===== src/rtl/ysyx_23060332_lsu_pkg.sv =====
// rtl/ysyx_23060332_lsu_pkg.sv - shared LSU widths, FSM states, func3 constants and access checks
// Sub-word loads/stores are enabled by defining YSYX_23060332_LSU_SUBWORD_EN.
package ysyx_23060332_lsu_pkg;

  localparam int XLEN = 32;
  localparam int AW   = 32;

  typedef enum logic [1:0] {
    S_IDLE = 2'd0,
    S_REQ  = 2'd1,
    S_WAIT = 2'd2,
    S_DONE = 2'd3
  } lsu_state_e;

  localparam logic [2:0] F3_B  = 3'b000;
  localparam logic [2:0] F3_H  = 3'b001;
  localparam logic [2:0] F3_W  = 3'b010;
  localparam logic [2:0] F3_BU = 3'b100;
  localparam logic [2:0] F3_HU = 3'b101;

  function automatic logic func3_supported(input logic is_store, input logic [2:0] func3);
    logic st_ok;
    logic ld_ok;
`ifdef YSYX_23060332_LSU_SUBWORD_EN
    st_ok = (func3 == F3_B) || (func3 == F3_H) || (func3 == F3_W);
    ld_ok = st_ok || (func3 == F3_BU) || (func3 == F3_HU);
`else
    st_ok = (func3 == F3_W);
    ld_ok = (func3 == F3_W);
`endif
    return is_store ? st_ok : ld_ok;
  endfunction

  // size is func3[1:0]: 00 byte, 01 half, 10 word
  function automatic logic misaligned(input logic [1:0] size, input logic [1:0] addr_lo);
    return ((size == 2'b01) && addr_lo[0]) || ((size == 2'b10) && (addr_lo != 2'b00));
  endfunction

endpackage


===== src/rtl/ysyx_23060332_lsu_if.sv =====
// rtl/ysyx_23060332_lsu_if.sv - execute-side, memory-bus and writeback signals of the LSU
interface ysyx_23060332_lsu_if;
  import ysyx_23060332_lsu_pkg::*;

  logic            ex_valid;
  logic            ex_ready;
  logic            ex_wen;
  logic            ex_ren;
  logic [AW-1:0]   ex_addr;
  logic [XLEN-1:0] ex_wdata;
  logic [2:0]      ex_func3;
  logic [4:0]      ex_rd;

  logic            mem_req_valid;
  logic            mem_req_ready;
  logic            mem_req_we;
  logic [AW-1:0]   mem_req_addr;
  logic [XLEN-1:0] mem_req_wdata;
  logic [3:0]      mem_req_wstrb;
  logic            mem_rsp_valid;
  logic [XLEN-1:0] mem_rsp_rdata;
  logic            mem_rsp_err;

  logic            wb_valid;
  logic [4:0]      wb_waddr;
  logic [XLEN-1:0] wb_wdata;
  logic            lsu_err;
  logic            busy;

  modport slave (
    input  ex_valid, ex_wen, ex_ren, ex_addr, ex_wdata, ex_func3, ex_rd,
    output ex_ready,
    output mem_req_valid, mem_req_we, mem_req_addr, mem_req_wdata, mem_req_wstrb,
    input  mem_req_ready, mem_rsp_valid, mem_rsp_rdata, mem_rsp_err,
    output wb_valid, wb_waddr, wb_wdata, lsu_err, busy
  );

  modport master (
    output ex_valid, ex_wen, ex_ren, ex_addr, ex_wdata, ex_func3, ex_rd,
    input  ex_ready,
    input  mem_req_valid, mem_req_we, mem_req_addr, mem_req_wdata, mem_req_wstrb,
    output mem_req_ready, mem_rsp_valid, mem_rsp_rdata, mem_rsp_err,
    input  wb_valid, wb_waddr, wb_wdata, lsu_err, busy
  );

endinterface


===== src/rtl/ysyx_23060332_lsu_align.sv =====
// rtl/ysyx_23060332_lsu_align.sv - store lane placement and load data extraction
module ysyx_23060332_lsu_align
  import ysyx_23060332_lsu_pkg::*;
(
  input  logic [1:0]      st_size,
  input  logic [1:0]      st_addr_lo,
  input  logic [XLEN-1:0] st_wdata,
  output logic [3:0]      st_wstrb,
  output logic [XLEN-1:0] st_wdata_sh,
  input  logic [2:0]      ld_func3,
  input  logic [1:0]      ld_addr_lo,
  input  logic [XLEN-1:0] ld_rdata,
  output logic [XLEN-1:0] ld_data
);

  logic [XLEN-1:0] ld_sh;

  always_comb begin
    st_wdata_sh = st_wdata << {st_addr_lo, 3'b000};
    case (st_size)
      2'b00:   st_wstrb = 4'b0001 << st_addr_lo;
      2'b01:   st_wstrb = 4'b0011 << st_addr_lo;
      default: st_wstrb = 4'b1111;
    endcase
  end

  always_comb begin
    ld_sh = ld_rdata >> {ld_addr_lo, 3'b000};
    case (ld_func3)
      F3_B:    ld_data = {{24{ld_sh[7]}}, ld_sh[7:0]};
      F3_H:    ld_data = {{16{ld_sh[15]}}, ld_sh[15:0]};
      F3_BU:   ld_data = {24'd0, ld_sh[7:0]};
      F3_HU:   ld_data = {16'd0, ld_sh[15:0]};
      default: ld_data = ld_rdata;
    endcase
  end

endmodule


===== src/rtl/ysyx_23060332_lsu.sv =====
// rtl/ysyx_23060332_lsu.sv - load/store unit: IDLE -> REQ -> WAIT -> DONE with timeout and error pulse
module ysyx_23060332_lsu
  import ysyx_23060332_lsu_pkg::*;
#(
  parameter int TIMEOUT_CYCLES = 255
) (
  input logic                  clk,
  input logic                  rst,
  ysyx_23060332_lsu_if.slave   bus
);

  localparam int CW = $clog2(TIMEOUT_CYCLES + 1);
  localparam logic [CW-1:0] CNT_LAST = CW'(TIMEOUT_CYCLES - 1);

  lsu_state_e      state_q, state_d;
  logic            is_store_q, is_store_d;
  logic [2:0]      func3_q, func3_d;
  logic [1:0]      addr_lo_q, addr_lo_d;
  logic [4:0]      rd_q, rd_d;
  logic [CW-1:0]   cnt_q, cnt_d;
  logic            ex_ready_q, ex_ready_d;
  logic            busy_q, busy_d;
  logic            mem_req_valid_q, mem_req_valid_d;
  logic            mem_req_we_q, mem_req_we_d;
  logic [AW-1:0]   mem_req_addr_q, mem_req_addr_d;
  logic [XLEN-1:0] mem_req_wdata_q, mem_req_wdata_d;
  logic [3:0]      mem_req_wstrb_q, mem_req_wstrb_d;
  logic            wb_valid_q, wb_valid_d;
  logic [4:0]      wb_waddr_q, wb_waddr_d;
  logic [XLEN-1:0] wb_wdata_q, wb_wdata_d;
  logic            lsu_err_q, lsu_err_d;

  logic [3:0]      st_wstrb;
  logic [XLEN-1:0] st_wdata_sh;
  logic [XLEN-1:0] ld_data;

  // Store lanes come from the live execute inputs at capture; loads use the captured func3/offset.
  ysyx_23060332_lsu_align u_align (
    .st_size     (bus.ex_func3[1:0]),
    .st_addr_lo  (bus.ex_addr[1:0]),
    .st_wdata    (bus.ex_wdata),
    .st_wstrb    (st_wstrb),
    .st_wdata_sh (st_wdata_sh),
    .ld_func3    (func3_q),
    .ld_addr_lo  (addr_lo_q),
    .ld_rdata    (bus.mem_rsp_rdata),
    .ld_data     (ld_data)
  );

  always_comb begin
    state_d         = state_q;
    is_store_d      = is_store_q;
    func3_d         = func3_q;
    addr_lo_d       = addr_lo_q;
    rd_d            = rd_q;
    cnt_d           = cnt_q;
    mem_req_valid_d = mem_req_valid_q;
    mem_req_we_d    = mem_req_we_q;
    mem_req_addr_d  = mem_req_addr_q;
    mem_req_wdata_d = mem_req_wdata_q;
    mem_req_wstrb_d = mem_req_wstrb_q;
    wb_valid_d      = 1'b0;
    wb_waddr_d      = 5'd0;
    wb_wdata_d      = '0;
    lsu_err_d       = 1'b0;

    case (state_q)
      S_IDLE: begin
        if (bus.ex_valid && (bus.ex_wen || bus.ex_ren)) begin
          is_store_d = bus.ex_wen;
          func3_d    = bus.ex_func3;
          addr_lo_d  = bus.ex_addr[1:0];
          rd_d       = bus.ex_rd;
          if (!func3_supported(bus.ex_wen, bus.ex_func3) ||
              misaligned(bus.ex_func3[1:0], bus.ex_addr[1:0])) begin
            state_d   = S_DONE;
            lsu_err_d = 1'b1;
          end else begin
            state_d         = S_REQ;
            mem_req_valid_d = 1'b1;
            mem_req_we_d    = bus.ex_wen;
            mem_req_addr_d  = {bus.ex_addr[AW-1:2], 2'b00};
            mem_req_wdata_d = bus.ex_wen ? st_wdata_sh : '0;
            mem_req_wstrb_d = bus.ex_wen ? st_wstrb : 4'd0;
          end
        end
      end
      S_REQ: begin
        if (bus.mem_req_ready) begin
          state_d         = S_WAIT;
          cnt_d           = '0;
          mem_req_valid_d = 1'b0;
          mem_req_we_d    = 1'b0;
          mem_req_addr_d  = '0;
          mem_req_wdata_d = '0;
          mem_req_wstrb_d = 4'd0;
        end
      end
      S_WAIT: begin
        // A response in the final counted cycle takes priority over the timeout.
        if (bus.mem_rsp_valid) begin
          state_d = S_DONE;
          if (bus.mem_rsp_err) begin
            lsu_err_d = 1'b1;
          end else if (!is_store_q) begin
            wb_valid_d = 1'b1;
            wb_waddr_d = rd_q;
            wb_wdata_d = (rd_q == 5'd0) ? '0 : ld_data;
          end
        end else if (cnt_q == CNT_LAST) begin
          state_d   = S_DONE;
          lsu_err_d = 1'b1;
        end else begin
          cnt_d = cnt_q + 1'b1;
        end
      end
      S_DONE:  state_d = S_IDLE;
      default: state_d = S_IDLE;
    endcase

    ex_ready_d = (state_d == S_IDLE);
    busy_d     = (state_d != S_IDLE);
  end

  always_ff @(posedge clk) begin
    if (rst) begin
      state_q         <= S_IDLE;
      is_store_q      <= 1'b0;
      func3_q         <= 3'd0;
      addr_lo_q       <= 2'd0;
      rd_q            <= 5'd0;
      cnt_q           <= '0;
      ex_ready_q      <= 1'b1;
      busy_q          <= 1'b0;
      mem_req_valid_q <= 1'b0;
      mem_req_we_q    <= 1'b0;
      mem_req_addr_q  <= '0;
      mem_req_wdata_q <= '0;
      mem_req_wstrb_q <= 4'd0;
      wb_valid_q      <= 1'b0;
      wb_waddr_q      <= 5'd0;
      wb_wdata_q      <= '0;
      lsu_err_q       <= 1'b0;
    end else begin
      state_q         <= state_d;
      is_store_q      <= is_store_d;
      func3_q         <= func3_d;
      addr_lo_q       <= addr_lo_d;
      rd_q            <= rd_d;
      cnt_q           <= cnt_d;
      ex_ready_q      <= ex_ready_d;
      busy_q          <= busy_d;
      mem_req_valid_q <= mem_req_valid_d;
      mem_req_we_q    <= mem_req_we_d;
      mem_req_addr_q  <= mem_req_addr_d;
      mem_req_wdata_q <= mem_req_wdata_d;
      mem_req_wstrb_q <= mem_req_wstrb_d;
      wb_valid_q      <= wb_valid_d;
      wb_waddr_q      <= wb_waddr_d;
      wb_wdata_q      <= wb_wdata_d;
      lsu_err_q       <= lsu_err_d;
    end
  end

  assign bus.ex_ready      = ex_ready_q;
  assign bus.busy          = busy_q;
  assign bus.mem_req_valid = mem_req_valid_q;
  assign bus.mem_req_we    = mem_req_we_q;
  assign bus.mem_req_addr  = mem_req_addr_q;
  assign bus.mem_req_wdata = mem_req_wdata_q;
  assign bus.mem_req_wstrb = mem_req_wstrb_q;
  assign bus.wb_valid      = wb_valid_q;
  assign bus.wb_waddr      = wb_waddr_q;
  assign bus.wb_wdata      = wb_wdata_q;
  assign bus.lsu_err       = lsu_err_q;

endmodule


===== src/flat_wrapper.sv =====
// flat-port wrapper written by rule: the top's interface ports become plain ports
module ysyx_23060332_lsu_flat import ysyx_23060332_lsu_pkg::*;
#(
  parameter int TIMEOUT_CYCLES = 255
)
  (clk, rst, bus_ex_valid, bus_ex_wen, bus_ex_ren, bus_ex_addr, bus_ex_wdata, bus_ex_func3, bus_ex_rd, bus_ex_ready, bus_mem_req_valid, bus_mem_req_we, bus_mem_req_addr, bus_mem_req_wdata, bus_mem_req_wstrb, bus_mem_req_ready, bus_mem_rsp_valid, bus_mem_rsp_rdata, bus_mem_rsp_err, bus_wb_valid, bus_wb_waddr, bus_wb_wdata, bus_lsu_err, bus_busy);
  ysyx_23060332_lsu_if bus_i ();
  input logic clk;
  input logic rst;
  input wire logic [$bits(bus_i.ex_valid)-1:0] bus_ex_valid;
  input wire logic [$bits(bus_i.ex_wen)-1:0] bus_ex_wen;
  input wire logic [$bits(bus_i.ex_ren)-1:0] bus_ex_ren;
  input wire logic [$bits(bus_i.ex_addr)-1:0] bus_ex_addr;
  input wire logic [$bits(bus_i.ex_wdata)-1:0] bus_ex_wdata;
  input wire logic [$bits(bus_i.ex_func3)-1:0] bus_ex_func3;
  input wire logic [$bits(bus_i.ex_rd)-1:0] bus_ex_rd;
  output wire logic [$bits(bus_i.ex_ready)-1:0] bus_ex_ready;
  output wire logic [$bits(bus_i.mem_req_valid)-1:0] bus_mem_req_valid;
  output wire logic [$bits(bus_i.mem_req_we)-1:0] bus_mem_req_we;
  output wire logic [$bits(bus_i.mem_req_addr)-1:0] bus_mem_req_addr;
  output wire logic [$bits(bus_i.mem_req_wdata)-1:0] bus_mem_req_wdata;
  output wire logic [$bits(bus_i.mem_req_wstrb)-1:0] bus_mem_req_wstrb;
  input wire logic [$bits(bus_i.mem_req_ready)-1:0] bus_mem_req_ready;
  input wire logic [$bits(bus_i.mem_rsp_valid)-1:0] bus_mem_rsp_valid;
  input wire logic [$bits(bus_i.mem_rsp_rdata)-1:0] bus_mem_rsp_rdata;
  input wire logic [$bits(bus_i.mem_rsp_err)-1:0] bus_mem_rsp_err;
  output wire logic [$bits(bus_i.wb_valid)-1:0] bus_wb_valid;
  output wire logic [$bits(bus_i.wb_waddr)-1:0] bus_wb_waddr;
  output wire logic [$bits(bus_i.wb_wdata)-1:0] bus_wb_wdata;
  output wire logic [$bits(bus_i.lsu_err)-1:0] bus_lsu_err;
  output wire logic [$bits(bus_i.busy)-1:0] bus_busy;
  assign bus_i.ex_valid = bus_ex_valid;
  assign bus_i.ex_wen = bus_ex_wen;
  assign bus_i.ex_ren = bus_ex_ren;
  assign bus_i.ex_addr = bus_ex_addr;
  assign bus_i.ex_wdata = bus_ex_wdata;
  assign bus_i.ex_func3 = bus_ex_func3;
  assign bus_i.ex_rd = bus_ex_rd;
  assign bus_ex_ready = bus_i.ex_ready;
  assign bus_mem_req_valid = bus_i.mem_req_valid;
  assign bus_mem_req_we = bus_i.mem_req_we;
  assign bus_mem_req_addr = bus_i.mem_req_addr;
  assign bus_mem_req_wdata = bus_i.mem_req_wdata;
  assign bus_mem_req_wstrb = bus_i.mem_req_wstrb;
  assign bus_i.mem_req_ready = bus_mem_req_ready;
  assign bus_i.mem_rsp_valid = bus_mem_rsp_valid;
  assign bus_i.mem_rsp_rdata = bus_mem_rsp_rdata;
  assign bus_i.mem_rsp_err = bus_mem_rsp_err;
  assign bus_wb_valid = bus_i.wb_valid;
  assign bus_wb_waddr = bus_i.wb_waddr;
  assign bus_wb_wdata = bus_i.wb_wdata;
  assign bus_lsu_err = bus_i.lsu_err;
  assign bus_busy = bus_i.busy;
  ysyx_23060332_lsu #(.TIMEOUT_CYCLES(TIMEOUT_CYCLES)) u_core (.clk(clk), .rst(rst), .bus(bus_i));
endmodule

===== config.mk =====
export PLATFORM = sky130hd
export DESIGN_NAME = ysyx_23060332_lsu_flat
export DESIGN_NICKNAME = d
export VERILOG_FILES = /design/src/rtl/ysyx_23060332_lsu_pkg.sv /design/src/rtl/ysyx_23060332_lsu_if.sv /design/src/rtl/ysyx_23060332_lsu_align.sv /design/src/rtl/ysyx_23060332_lsu.sv /design/src/flat_wrapper.sv
export SDC_FILE = /design/constraint.sdc
export NUM_CORES = 1
export LEC_CHECK = 0
export CAP_MARGIN = 40
export CELL_PAD_IN_SITES_DETAIL_PLACEMENT = 2
export CELL_PAD_IN_SITES_GLOBAL_PLACEMENT = 2
export CORE_ASPECT_RATIO = 1.5
export CORE_UTILIZATION = 27
export DETAILED_ROUTE_END_ITERATION = 16
export GPL_TIMING_DRIVEN = 0
export PLACE_DENSITY = 0.81
export SETUP_SLACK_MARGIN = 0.5
export SLEW_MARGIN = 0
export SYNTH_ARGS = -nofsm -noshare
export SYNTH_HDL_FRONTEND = slang
export SYNTH_SLANG_ARGS = --single-unit

===== constraint.sdc =====
create_clock -name clk -period 4.2 [get_ports clk]
set_clock_uncertainty 0.1 [all_clocks]
set_input_delay 0.84 -clock clk [delete_from_list [all_inputs] [get_ports clk]]
set_output_delay 0.84 -clock clk [all_outputs]
set_load 0.01 [all_outputs]

# --- Word-level counts from Yosys, hierarchy flattened ---
# Index checks and enable logic that the tools add are counted.
totals:
  reg_bits: 132
  in_bits: 112
  out_inout_bits: 111
  elab_cells: 100
classes:
  n_addsub: 1
  n_eq_ne: 15
  shift: 4
  mux: 39
  n_bitwise: 2
  reduce_logical: 22
op_table:
  columns: ["operator", "count"]
  rows:
  - ["$mux 32", 6]
  - ["$pmux 32 s2", 2]
  - ["$pmux 32 s4", 1]
  - ["$shl 32x5->32", 1]
  - ["$shr 32x5->16", 1]
  - ["$mux 8", 3]
  - ["$mux 4", 4]
  - ["$pmux 4 s2", 2]
  - ["$pmux 8 s2", 1]
  - ["$mux 1", 11]
  - ["$mux 2", 5]
  - ["$add 8x1->8 const B", 1]
  - ["$eq 8x8->1 const B", 1]
  - ["$ne 2x2->1 const B", 4]
  - ["$pmux 2 s4", 1]
  - ["$reduce_and 4->1", 2]
  - ["$reduce_bool 2->1", 4]
  - ["$eq 2x2->1 const B", 3]
  - ["$eq 3x3->1 const B", 2]
  - ["$logic_not 2->1", 3]
  - ["$pmux 1 s2", 3]
  - ["$reduce_or 6->1", 1]
  - ["$logic_not 5->1", 1]
  - ["$reduce_or 5->1", 1]
  - ["13 further kinds", 19]

# --- Longest topological paths before layout ---
depth:
  depth_word: 8
  ltp_mapped: 7
  mapped_depth_nobuf: 6

# --- Cells and area by module ---
# A second synthesis with hierarchy kept.
unflattened:
  hier_cells: 563
  hier_area_um2: 5476.5
by_module_without_submodules:
  columns: ["mod", "instances", "cells_per_inst", "area_per_inst_um2", "seq_area_each_um2"]
  rows:
  - ["ysyx_23060332_lsu", 1, 367, 4231.6, 2602.5]
  - ["ysyx_23060332_lsu_align", 1, 196, 1244.9, 0.0]

# --- Worst setup path after synthesis ---
# No wires, ideal clock.
synth_path:
  kind: "input to register"
  startpoint: "input port bus_ex_addr[0]"
  endpoint: "register u_core.mem_req_wdata_q[16], in the netlist u_core.bus.mem_req_wdata[16]"
  setup_time_ns: 0.117
  t_arrival_ns: 2.098
  t_required_ns: 3.983
  path_slack_ns: 1.885
  stages: 7
  n_path_buf: 3
  cell_sequence: "buf_2 nor4_4 nand4b_4 and2_1 buf_4 buf_6 a22o_1"
synth_via:
  elab_chain_cells: 6
  elab_cells_between_ends: 12
  classes_between: "eq/ne: 1; shift: 1; mux: 4; reduce/logical: 6"
synth_lines:
  columns: ["element", "line_no", "rtl"]
  rows:
  - ["from (decl)", "flat_wrapper.sv:13", "input wire logic [$bits(bus_i.ex_addr)-1:0] bus_ex_addr;"]
  - ["branches (longest 6 deep; another with $shl 32x5->32)", null, null]
  - ["to (signal assigned)", "ysyx_23060332_lsu.sv:156", "mem_req_wdata_q <= mem_req_wdata_d;"]
  - ["to (decl)", "ysyx_23060332_lsu.sv:26", "logic [XLEN-1:0] mem_req_wdata_q, mem_req_wdata_d;"]
# Parallel ways; which one is timed is not known. The select of a mux whose other input is x is not followed.
# A chain may end at the register's enable or synchronous reset.

# --- Worst setup path after layout ---
layout_path:
  startpoint: "input port bus_ex_func3[2]"
  endpoint: "register u_core.mem_req_wdata_q[19], in the netlist u_core.bus.mem_req_wdata[19]"
layout_via:
  elab_chain_cells: 5
layout_lines:
  columns: ["element", "line_no", "rtl"]
  rows:
  - ["from (decl)", "flat_wrapper.sv:15", "input wire logic [$bits(bus_i.ex_func3)-1:0] bus_ex_func3;"]
  - ["$eq 3x2->1", "ysyx_23060332_lsu_pkg.sv:28, ysyx_23060332_lsu_pkg.sv:29", null]
  - ["$logic_not 1->1", "ysyx_23060332_lsu.sv:74", "if (!func3_supported(bus.ex_wen, bus.ex_func3) ||"]
  - ["$logic_or 1x1->1", "ysyx_23060332_lsu.sv:74", null]
  - ["$ne 2x2->1 (no source line)", null, null]
  - ["$reduce_and 4->1 (no source line)", null, null]
# Every way passes these cells.

==> impl_metrics.env <==
export IMPL_status="finished, final reports clean"
export IMPL_grt_usage_pct=22.2
export IMPL_worstPathArrival_ns=2.94
export IMPL_synth_compound_area_share_pct=20.4
export IMPL_synth_seq_cells=130
export IMPL_p_leak_nw=3.34
export IMPL_grt_max_degree=17
export IMPL_cts_hold_buf=0
export IMPL_tritoncts="yes"
export IMPL_fp_dieW_um=117
export IMPL_clk_pin_slew_worst_paths_ns=0.06
export IMPL_synth_seq_area_share_pct=48.2
export IMPL_yosys_top_cells_area="dfxtp_1, mux2i_1, a22o_1"
export IMPL_io_pins=223
export IMPL_core_area_sq_um=19700
export IMPL_layout_common_cells="clkdlybuf4s50_1, dfxtp_1, nand2_1"
export IMPL_numCtsBuffers=17
export IMPL_vias=5118
export IMPL_tightestPinTransition_ns=0.792
export IMPL_ir_drop_uv=218
export IMPL_rsz0062_at_grt="no"
export IMPL_start_util_pct=27.4
export IMPL_crit_path_end_kind="flop"
export IMPL_cp_required_ns=4.47
export IMPL_met2_length_mm=12.5
export IMPL_p_per_area_nw_per_um2=379
export IMPL_grt_first_pass_wirelength_mm=34.1
export IMPL_fin_crit_ns=2.67
export IMPL_synth_top_family_by_area="compound AO/OA/AOI/OAI gates"
export IMPL_synth_cell_types=57
export IMPL_fmax_mhz=374
export IMPL_ys_flop_type="dfxtp_1"
export IMPL_clkPwrFrac_pct=48.0
export IMPL_period_share_pct=63.6
export IMPL_dpl_cell_area_sq_um=7910
export IMPL_pwr_share_seq_pct=39.4
export IMPL_maxSlewHeadroom_pct=47.2
export IMPL_crit_fanout=10
export IMPL_wl_met1_mm=7.97
export IMPL_power_internal_mw=2.42
export IMPL_antennaDiodeCount=0
export IMPL_crit_type="input pin to flop"
export IMPL_switchingPower_mw=0.809
export IMPL_synthArstFlopShare_pct=0
export IMPL_synth_fa_ha_area_share_pct=0.464
export IMPL_top_layer="met4"
export IMPL_hpwl_mm=17.2
export IMPL_cts_setup_buffers=0
export IMPL_synthesis_instances=537
export IMPL_drt_total_wl_mm=22.3
export IMPL_grt_pass1_vias=5879
export IMPL_drive_gt1_share_pct=9.39
export IMPL_r2r_setup_slack_ns=1.91
export IMPL_min_path_type="flop to flop"
export IMPL_dp_cells=1016
export IMPL_synth_mux_area_share_pct=10.6
export IMPL_whs_ns=0.361
export IMPL_cts_resized_gates=0
export IMPL_die_y_um=175
export IMPL_synth_top_area_share_pct=48.2
export IMPL_combinationalPowerShare_pct=12.6
export IMPL_final_area_sq_um=8520
export IMPL_drc_errors=0
export IMPL_sw_frac_of_total_pct=25.1
export IMPL_syn_to_final_growth_pct=57.9
export IMPL_die_area_sq_um=20600
export IMPL_antenna_found_initial=0
export IMPL_place_ws_ns=1.08
export IMPL_hold_viol_final=0
export IMPL_setup_viol=0
export IMPL_synth_xor_area_share_pct=0.812
export IMPL_root_buffer="clkbuf_16"
export IMPL_fin_ws_ns=1.53
export IMPL_rows=63
export IMPL_instances_no_fill=1048
export IMPL_first_pass_iters=4
export IMPL_start_kind="input pin"
export IMPL_dr_first_iter_drc_count=195
export IMPL_maxCapViolations=0
export IMPL_overflow=0
export IMPL_syn_area_sq_um=5390
export IMPL_wl_per_cell_um=21.2
export IMPL_maxSlewViolCount=0
export IMPL_route_met3_wl_mm=1.20
export IMPL_clk_path_buf_depth=2
export IMPL_h_tree_depth=4
export IMPL_yosys_area_share_simple_pct=13.2
export IMPL_synth_area_leader_cell="dfxtp_1"
export IMPL_setup_tns_ns=0
export IMPL_clock_latency_ns=0.43
export IMPL_port_buffers=218
export IMPL_synth_avg_cell_area_sq_um=10.0
export IMPL_clock_sinks=130
export IMPL_nets=889
export IMPL_gp_congestion=0.840
export IMPL_ant_nets=0
export IMPL_final_common_cell="clkdlybuf4s50_1"
export IMPL_ys_warnings_count=0
export IMPL_synth_edf_count=0
export IMPL_routed_via_density=4.88
kinds of logic (layout without fill, tap and decap cells):
kind of cell,count (synthesis),count (layout)
AOI/OAI and AO/OA,144,144
buffers and inverters,69,319
other,1,2
adders and majority gates,2,2
muxes,55,55
xor gates and xnor gates,5,5
and+or+nand+nor,131,131
DFF,130,130
worst max-delay path: stages:
cell and delay, ns:
clkdlybuf4s50_1 0.50, nor4_4 0.38, nand2_1 0.23, nor3_2 0.55
buf_4 0.29, a22o_1 0.15
power by group through the flow:
stage	Combinational [mW]	Clock (mW)	Sequential, mW
6_report	0.407	1.55	1.27
5_1_grt	0.435	1.63	1.27
4_1_cts	0.410	1.59	1.27
3_5_place_dp	0.405	0	1.30
3_3_place_gp	0.390	0	1.30
2_1_floorplan	0.188	0	1.30
layer usage:
metal,global-route usage (%),up-vias
met5,0,-
met4,9.47,0
li1,-,2411
met3,5.97,36
met2,43.5,188
met1,21.3,2483
flip-flops by register name, indices dropped and copies added, names as in the netlist:
signal,cells
u_core.cnt_q,8
u_core.bus.mem_req_wstrb,4
u_core.bus.mem_req_addr,30
u_core.is_store_q,1
u_core.bus.wb_waddr,5
u_core.bus.lsu_err,1
u_core.bus.wb_valid,1
u_core.func3_q,3
u_core.rd_q,5
u_core.bus.ex_ready,1
u_core.bus.mem_req_valid,1
u_core.bus.busy,1
u_core.bus.wb_wdata,32
u_core.state_q,2
u_core.bus.mem_req_wdata,32
u_core.bus.mem_req_we,1
u_core.addr_lo_q,2
synth_stat cells (2+ instances only):
| cell | n |
|---|---|
| nor2_1 | 30 |
| xor2_1 | 4 |
| nand2b_1 | 8 |
| clkbuf_1 | 18 |
| nand2_1 | 54 |
| buf_2 | 12 |
| a21o_1 | 6 |
| dfxtp_1 | 130 |
| buf_6 | 5 |
| nand4_1 | 3 |
| a32oi_1 | 7 |
| o2bb2ai_1 | 16 |
| o2111ai_1 | 2 |
| a2bb2oi_1 | 7 |
| o211ai_1 | 2 |
| nand3b_1 | 2 |
| nor3_2 | 2 |
| o21ai_0 | 11 |
| nand3_2 | 2 |
| a221oi_1 | 8 |
| a21oi_1 | 14 |
| a22oi_1 | 7 |
| nor2b_1 | 6 |
| buf_4 | 6 |
| and4_1 | 2 |
| ha_1 | 2 |
| a22o_1 | 41 |
| mux2i_1 | 47 |
| o22ai_1 | 17 |
| inv_1 | 27 |
| mux2_2 | 7 |
| and2_1 | 7 |
stage by stage:
stage	util (%)	power, mW
2_1_floorplan	-	1.49
3_3_place_gp	40.1	1.69
3_5_place_dp	40.1	1.70
4_1_cts	43.2	3.27
5_1_grt	43.2	3.34
6_report	43.2	3.23
path summary, 6_finish.rpt:
path                                               end                                      from  depth (start not counted)
max          u_core.bus.mem_req_wdata[19]$_SDFFE_PP0P_                           bus_ex_func3[2]                          6
min           u_core.bus.mem_req_wstrb[0]$_SDFFE_PP0P_  u_core.bus.mem_req_wstrb[0]$_SDFFE_PP0P_                          1
max reg2reg         u_core.bus.wb_wdata[10]$_SDFF_PP0_          u_core.addr_lo_q[1]$_SDFFE_PP0P_                          4
min reg2reg   u_core.bus.mem_req_wstrb[0]$_SDFFE_PP0P_  u_core.bus.mem_req_wstrb[0]$_SDFFE_PP0P_                          1
layout make-up:
cell class,count,area (sq um)
fillers,2085,11200
well taps,260,325
repair buffers,218,2180
clock inverters,12,155
multi-input cells,339,2460
plain buffers,42,233
clock buffers,20,457
inverters,27,101
flip-flops and latches,130,2600
No activity file was read; power rests on OpenSTA's default activity.
